[config.mk]
export PLATFORM = sky130hd
export DESIGN_NAME = led_fade_pwm
export DESIGN_NICKNAME = d
export VERILOG_FILES = /design/src/rtl/led_fade_pkg.sv /design/src/rtl/led_pwm_gen.sv /design/src/rtl/led_fade_pwm.sv
export SDC_FILE = /design/constraint.sdc
export NUM_CORES = 1
export LEC_CHECK = 0
export ABC_AREA = 0
export CORE_UTILIZATION = 35
export CTS_CLUSTER_DIAMETER = 100
export DETAILED_ROUTE_END_ITERATION = 8
export MAX_ROUTING_LAYER = met4
export PLACE_DENSITY = 0.54
export SLEW_MARGIN = 20
export SYNTH_ARGS = -nofsm -noshare
export SYNTH_HDL_FRONTEND = slang
export SYNTH_SLANG_ARGS = --single-unit
[constraint.sdc]
create_clock -name clk -period 1.9 [get_ports clk]
set_input_delay 0.285 -clock clk [delete_from_list [all_inputs] [get_ports clk]]
set_output_delay 0.285 -clock clk [all_outputs]
set_load 0.05 [all_outputs]
[src/rtl/led_fade_pkg.sv]
// led_fade_pkg: shared FSM state type and helpers for the LED fade PWM driver
package led_fade_pkg;
  typedef enum logic [1:0] {S_OFF, S_RISE, S_ON, S_FALL} state_e;
  function automatic int timer_width(input int steps);
    return $clog2(steps) + 1;
  endfunction
  function automatic logic [31:0] gamma_sq(input logic [31:0] duty, input int bits);
    logic [31:0] full;
    logic [63:0] sq;
    full = (32'd1 << bits) - 32'd1;
    sq = 64'(duty) * 64'(duty);
    return duty == full ? full : 32'(sq >> bits);
  endfunction
endpackage

[src/rtl/led_pwm_gen.sv]
// led_pwm_gen: free-running PWM counter, duty compare and registered LED drive (clk, reset_n, duty_eff -> LED)
module led_pwm_gen #(
  parameter int PWM_BITS = 8
) (
  input  logic                clk,
  input  logic                reset_n,
  input  logic [PWM_BITS-1:0] duty_eff,
  output logic                LED
);
  logic [PWM_BITS-1:0] cntr_q, cntr_d;
  logic led_q, led_d;
  always_comb begin
    cntr_d = cntr_q + 1'b1;
    led_d = &duty_eff || cntr_q < duty_eff;
  end
  always_ff @(posedge clk or negedge reset_n) begin
    if (!reset_n) begin
      cntr_q <= '0;
      led_q <= 1'b0;
    end else begin
      cntr_q <= cntr_d;
      led_q <= led_d;
    end
  end
  assign LED = led_q;
endmodule

[src/rtl/led_fade_pwm.sv]
// led_fade_pwm: ramps PWM brightness up while led_req is high and down when low (clk, reset_n, led_req -> LED, duty, busy; LED_FADE_GAMMA_EN selects squared PWM duty)
module led_fade_pwm
  import led_fade_pkg::*;
#(
  parameter int PWM_BITS    = 8,
  parameter int STEP_CYCLES = 100_000,
  parameter int DUTY_MAX    = 2**PWM_BITS-1
) (
  input  logic                clk,
  input  logic                reset_n,
  input  logic                led_req,
  output logic                LED,
  output logic [PWM_BITS-1:0] duty,
  output logic                busy
);
  localparam int TMR_W = timer_width(STEP_CYCLES);
  localparam logic [TMR_W-1:0] LAST = TMR_W'(STEP_CYCLES - 1);
  localparam logic [PWM_BITS-1:0] MAX = PWM_BITS'(DUTY_MAX);
  localparam logic [PWM_BITS-1:0] MAX_M1 = PWM_BITS'(DUTY_MAX - 1);
  localparam logic [PWM_BITS-1:0] ONE = PWM_BITS'(1);
  state_e state_q, state_d;
  logic [TMR_W-1:0] tmr_q, tmr_d;
  logic [PWM_BITS-1:0] duty_q, duty_d, duty_eff;
  logic ramp, tick, top, bottom;
  assign ramp = state_q == S_RISE || state_q == S_FALL;
  assign tick = ramp && tmr_q == LAST;
  // >= / <= also catch a reversal that happens while duty already sits at an end
  assign top = duty_q >= MAX_M1;
  assign bottom = duty_q <= ONE;
  always_comb begin
    state_d = state_q;
    duty_d = duty_q;
    // timer keeps running across a direction reversal
    tmr_d = ramp ? (tick ? '0 : tmr_q + 1'b1) : '0;
    case (state_q)
      S_OFF: begin
        duty_d = '0;
        state_d = led_req ? S_RISE : S_OFF;
      end
      S_RISE: begin
        duty_d = tick ? (top ? MAX : duty_q + 1'b1) : duty_q;
        state_d = !led_req ? S_FALL : (tick && top) ? S_ON : S_RISE;
      end
      S_ON: begin
        duty_d = MAX;
        state_d = led_req ? S_ON : S_FALL;
      end
      S_FALL: begin
        duty_d = tick ? (bottom ? '0 : duty_q - 1'b1) : duty_q;
        state_d = led_req ? S_RISE : (tick && bottom) ? S_OFF : S_FALL;
      end
      default: begin
        duty_d = '0;
        state_d = S_OFF;
      end
    endcase
  end
  always_ff @(posedge clk or negedge reset_n) begin
    if (!reset_n) begin
      state_q <= S_OFF;
      tmr_q <= '0;
      duty_q <= '0;
    end else begin
      state_q <= state_d;
      tmr_q <= tmr_d;
      duty_q <= duty_d;
    end
  end
`ifdef LED_FADE_GAMMA_EN
  assign duty_eff = PWM_BITS'(gamma_sq(32'(duty_q), PWM_BITS));
`else
  assign duty_eff = duty_q;
`endif
  led_pwm_gen #(.PWM_BITS(PWM_BITS)) u_pwm (
    .clk(clk),
    .reset_n(reset_n),
    .duty_eff(duty_eff),
    .LED(LED)
  );
  assign duty = duty_q;
  assign busy = ramp;
endmodule
==> impl_metrics.json <==
{
  "status": "finished clean",
  "dieWidth_um": 81.1,
  "critical_path_required_ns": 2.12,
  "port_buffers": 12,
  "yosys.cell_types.count": 44,
  "hold_slack_ns": 0.482,
  "comb_power_share_pct": 35.1,
  "ys_top_cells_by_area": "dfrtp_1 42%, ha_1 7.4%, xnor2_1 6.4%",
  "ant_nets": 0,
  "fmaxAchievable_mhz": 540,
  "clock_path_buffers": 2,
  "die-area_um2": 6580,
  "startpoint": "duty[0]",
  "cp_data_arrival_time_ns": 2.07,
  "power_frac_seq_pct": 42.5,
  "synth_area_leader_cell": "dfrtp_1",
  "first_pass_iters": 4,
  "clkPwrFrac_pct": 22.4,
  "dpl_cell_area_um2": 2550,
  "synth-simple-area-share_pct": 21.3,
  "fin_ws_ns": 0.0482,
  "ys.warnings.count": 0,
  "ir_worst_vdd_mv": 0.582,
  "ys.flop_type": "dfrtp_1",
  "final_nets": 283,
  "numCtsBuffers": 5,
  "netlist_instances": 230,
  "track_usage_pct": 16.9,
  "end_kind": "flop",
  "powerDensity_nw_per_um2": 890,
  "finalHoldViolCount": 0,
  "drc": 0,
  "syn_avg_cell_area_um2": 9.52,
  "ys_ff_latch": 37,
  "synth_compound_area_share_pct": 11.3,
  "ys_seq_area_share_pct": 42.3,
  "finClkSkew_ns": 0.00927,
  "crit_type": "flop to flop",
  "grt_overflow": 0,
  "worstHoldStart": "u_pwm.cntr_q[0]",
  "period_needed_ns": 1.85,
  "synth_top_family_by_area": "simple AND/OR/NAND/NOR gates",
  "drt_iter0_markers": 80,
  "grt_pass1_wl_mm": 8.14,
  "dp_slack_ns": 0.0831,
  "core-area_um2": 5990,
  "maxSlewHeadroom_pct": 67.2,
  "p_sw_share_pct": 36.3,
  "synthMuxAreaShare_pct": 0.971,
  "cts_tree": "built",
  "gp_congestion": 0.842,
  "grt_pass1_vias": 1696,
  "async_flop_share_pct": 100,
  "tightestPinTransition_ns": 0.491,
  "setup_violations": 0,
  "drv_slew": 0,
  "start_util_pct": 36.5,
  "fin_area_um2": 2660,
  "final_layout_size_suffix_gt1_share_pct": 22.0,
  "hold_path.class": "flop to flop",
  "antenna_found_initial": 0,
  "clock_sinks": 37,
  "synthXorXnorAreaFrac_pct": 12.0,
  "row_count": 28,
  "switchingPower_uw": 859,
  "rsz0062_at_grt": "true",
  "reg2reg_from": "duty[0]",
  "cap_violations": 0,
  "cts_root_buf": "clkbuf_8",
  "detail_route.wl_per_cell_um": 14.3,
  "syn-cell-area_um2": 2190,
  "fin_crit_sh_pct": 97.5,
  "clock_latency_ns": 0.29,
  "start_kind": "flop",
  "num_vias": 1773,
  "synth_edf_count": 0,
  "htreeDepth": 2,
  "finalWirelength_mm": 4.89,
  "grt_max_degree": 20,
  "mappedNetlistNets": 246,
  "rrSetupSlack_ns": 0.05,
  "io_pins": 13,
  "cp_max_fo": 6,
  "dpl.hpwl_mm": 3.67,
  "antenna_cells": 0,
  "synth_top_area_share_pct": 42.3,
  "p_leak_nw": 1.20,
  "synth-adder-area-share_pct": 7.43,
  "clk_pin_slew_worst_paths_ns": 0.08,
  "intPower_mw": 1.51,
  "dieHeight_um": 81.1,
  "areaGrowthSynthToFinish_pct": 21.5,
  "via_per_inst": 5.17
}
stage by stage:
stage	cells	setup TNS, ns	utilization, %	power (mW)
2_1_floorplan	230	-0.382	-	1.58
3_3_place_gp	333	0	42.5	1.83
3_5_place_dp	333	0	42.5	1.84
4_1_cts	342	0	44.1	2.39
5_1_grt	343	-0.0683	44.4	2.52
6_report	343	0	44.4	2.37
cell usage after synthesis, types with 2 or more instances:
cell      instances
o21ai_0           3
a21oi_1           5
nand4_1           7
nand2b_1          2
o22ai_1           4
xor2_1           14
xnor2_1          16
nor3_1            6
clkbuf_1          4
ha_1             13
inv_1            16
a31oi_1           2
a22oi_1           2
nor4_1            5
nor2_1           30
o22a_1            7
or4_1             2
nand2_1          12
and3_1            3
nand3_1          16
dfrtp_1          37
buf_2             2
flip-flops by register name, summed over array words and instances, names as in the netlist:
signal        flops
duty              8
tmr_q            18
u_pwm.cntr_q      8
state_q           2
u_pwm.LED         1
final timing paths:
kind | endpoint | cells after the start
max in group asynchronous | tmr_q[12] | 3
worst max register to register | duty[5] | 7
worst min-delay path | u_pwm.cntr_q[0] | 1
min in group asynchronous | duty[3] | 2
worst max-delay path | duty[5] | 7
worst min register to register | u_pwm.cntr_q[0] | 1
worst max-delay path, cell delays in order (launching register included):
cell,delay (ns)
dfrtp_2,0.46
inv_1,0.08
ha_2,0.24
nor2_4,0.15
nor3_1,0.08
or4_1,0.47
a21oi_1,0.14
o32a_1,0.17
power groups by stage:
stage	Combinational, mW	Sequential (mW)	Clock (mW)
after CTS	0.830	1.00	0.559
after global placement	0.812	1.02	0
after floorplan	0.457	1.12	0
final	0.831	1.01	0.530
after global routing	0.912	1.02	0.589
after detailed placement	0.825	1.02	0
layer usage:
layer,GRT usage (%),up-vias,wire length (um)
met4,5.71,0,63
met1,21.2,850,2230
met2,27.3,38,2410
met5,-,-,0
met3,3.15,7,189
li1,-,878,-
cells by family (layout without fill, tap and decap cells):
group / Yosys count / count (layout)
xor+xnor: 30 / 30
buf+inv: 24 / 62
simple gates: 90 / 90
fa+ha+maj: 13 / 13
flops: 37 / 37
compound gates: 34 / 34
mux: 2 / 2
layout make-up:
type | instances | area [um^2]
Clock buffer | 6 | 72.6
Inverter | 16 | 60.1
Timing Repair Buffer | 38 | 305
Multi-Input combinational cell | 169 | 1180
Clock inverter | 2 | 10.0
Sequential cell | 37 | 936
Tap cell | 75 | 93.8
Fill cell | 577 | 3330
cell usage in the layout, fill, tap and decap left out, types with 4 or more instances in the layout:
cell type / netlist / routed
dfrtp_2: 0 / 8
nand2_1: 12 / 12
xnor2_1: 16 / 16
ha_1: 13 / 12
o22ai_1: 4 / 4
nor2_1: 30 / 29
nor3_1: 6 / 5
nor4_1: 5 / 5
xor2_1: 14 / 14
clkbuf_8: 0 / 5
o22a_1: 7 / 7
buf_4: 1 / 32
nand4_1: 7 / 7
a21oi_1: 5 / 5
inv_1: 16 / 16
nand3_1: 16 / 16
dfrtp_1: 37 / 29
what timing repair did:
| action | CTS | global route |
|---|---|---|
| hold buffers | 1 | 0 |
| endpoints found under the setup margin | 0 | 4 |
| buffers inserted | 0 | 1 |
| gates resized for setup | 0 | 2 |
| hold endpoints to repair | 18 | 0 |
No activity file was read; power rests on OpenSTA's default activity.
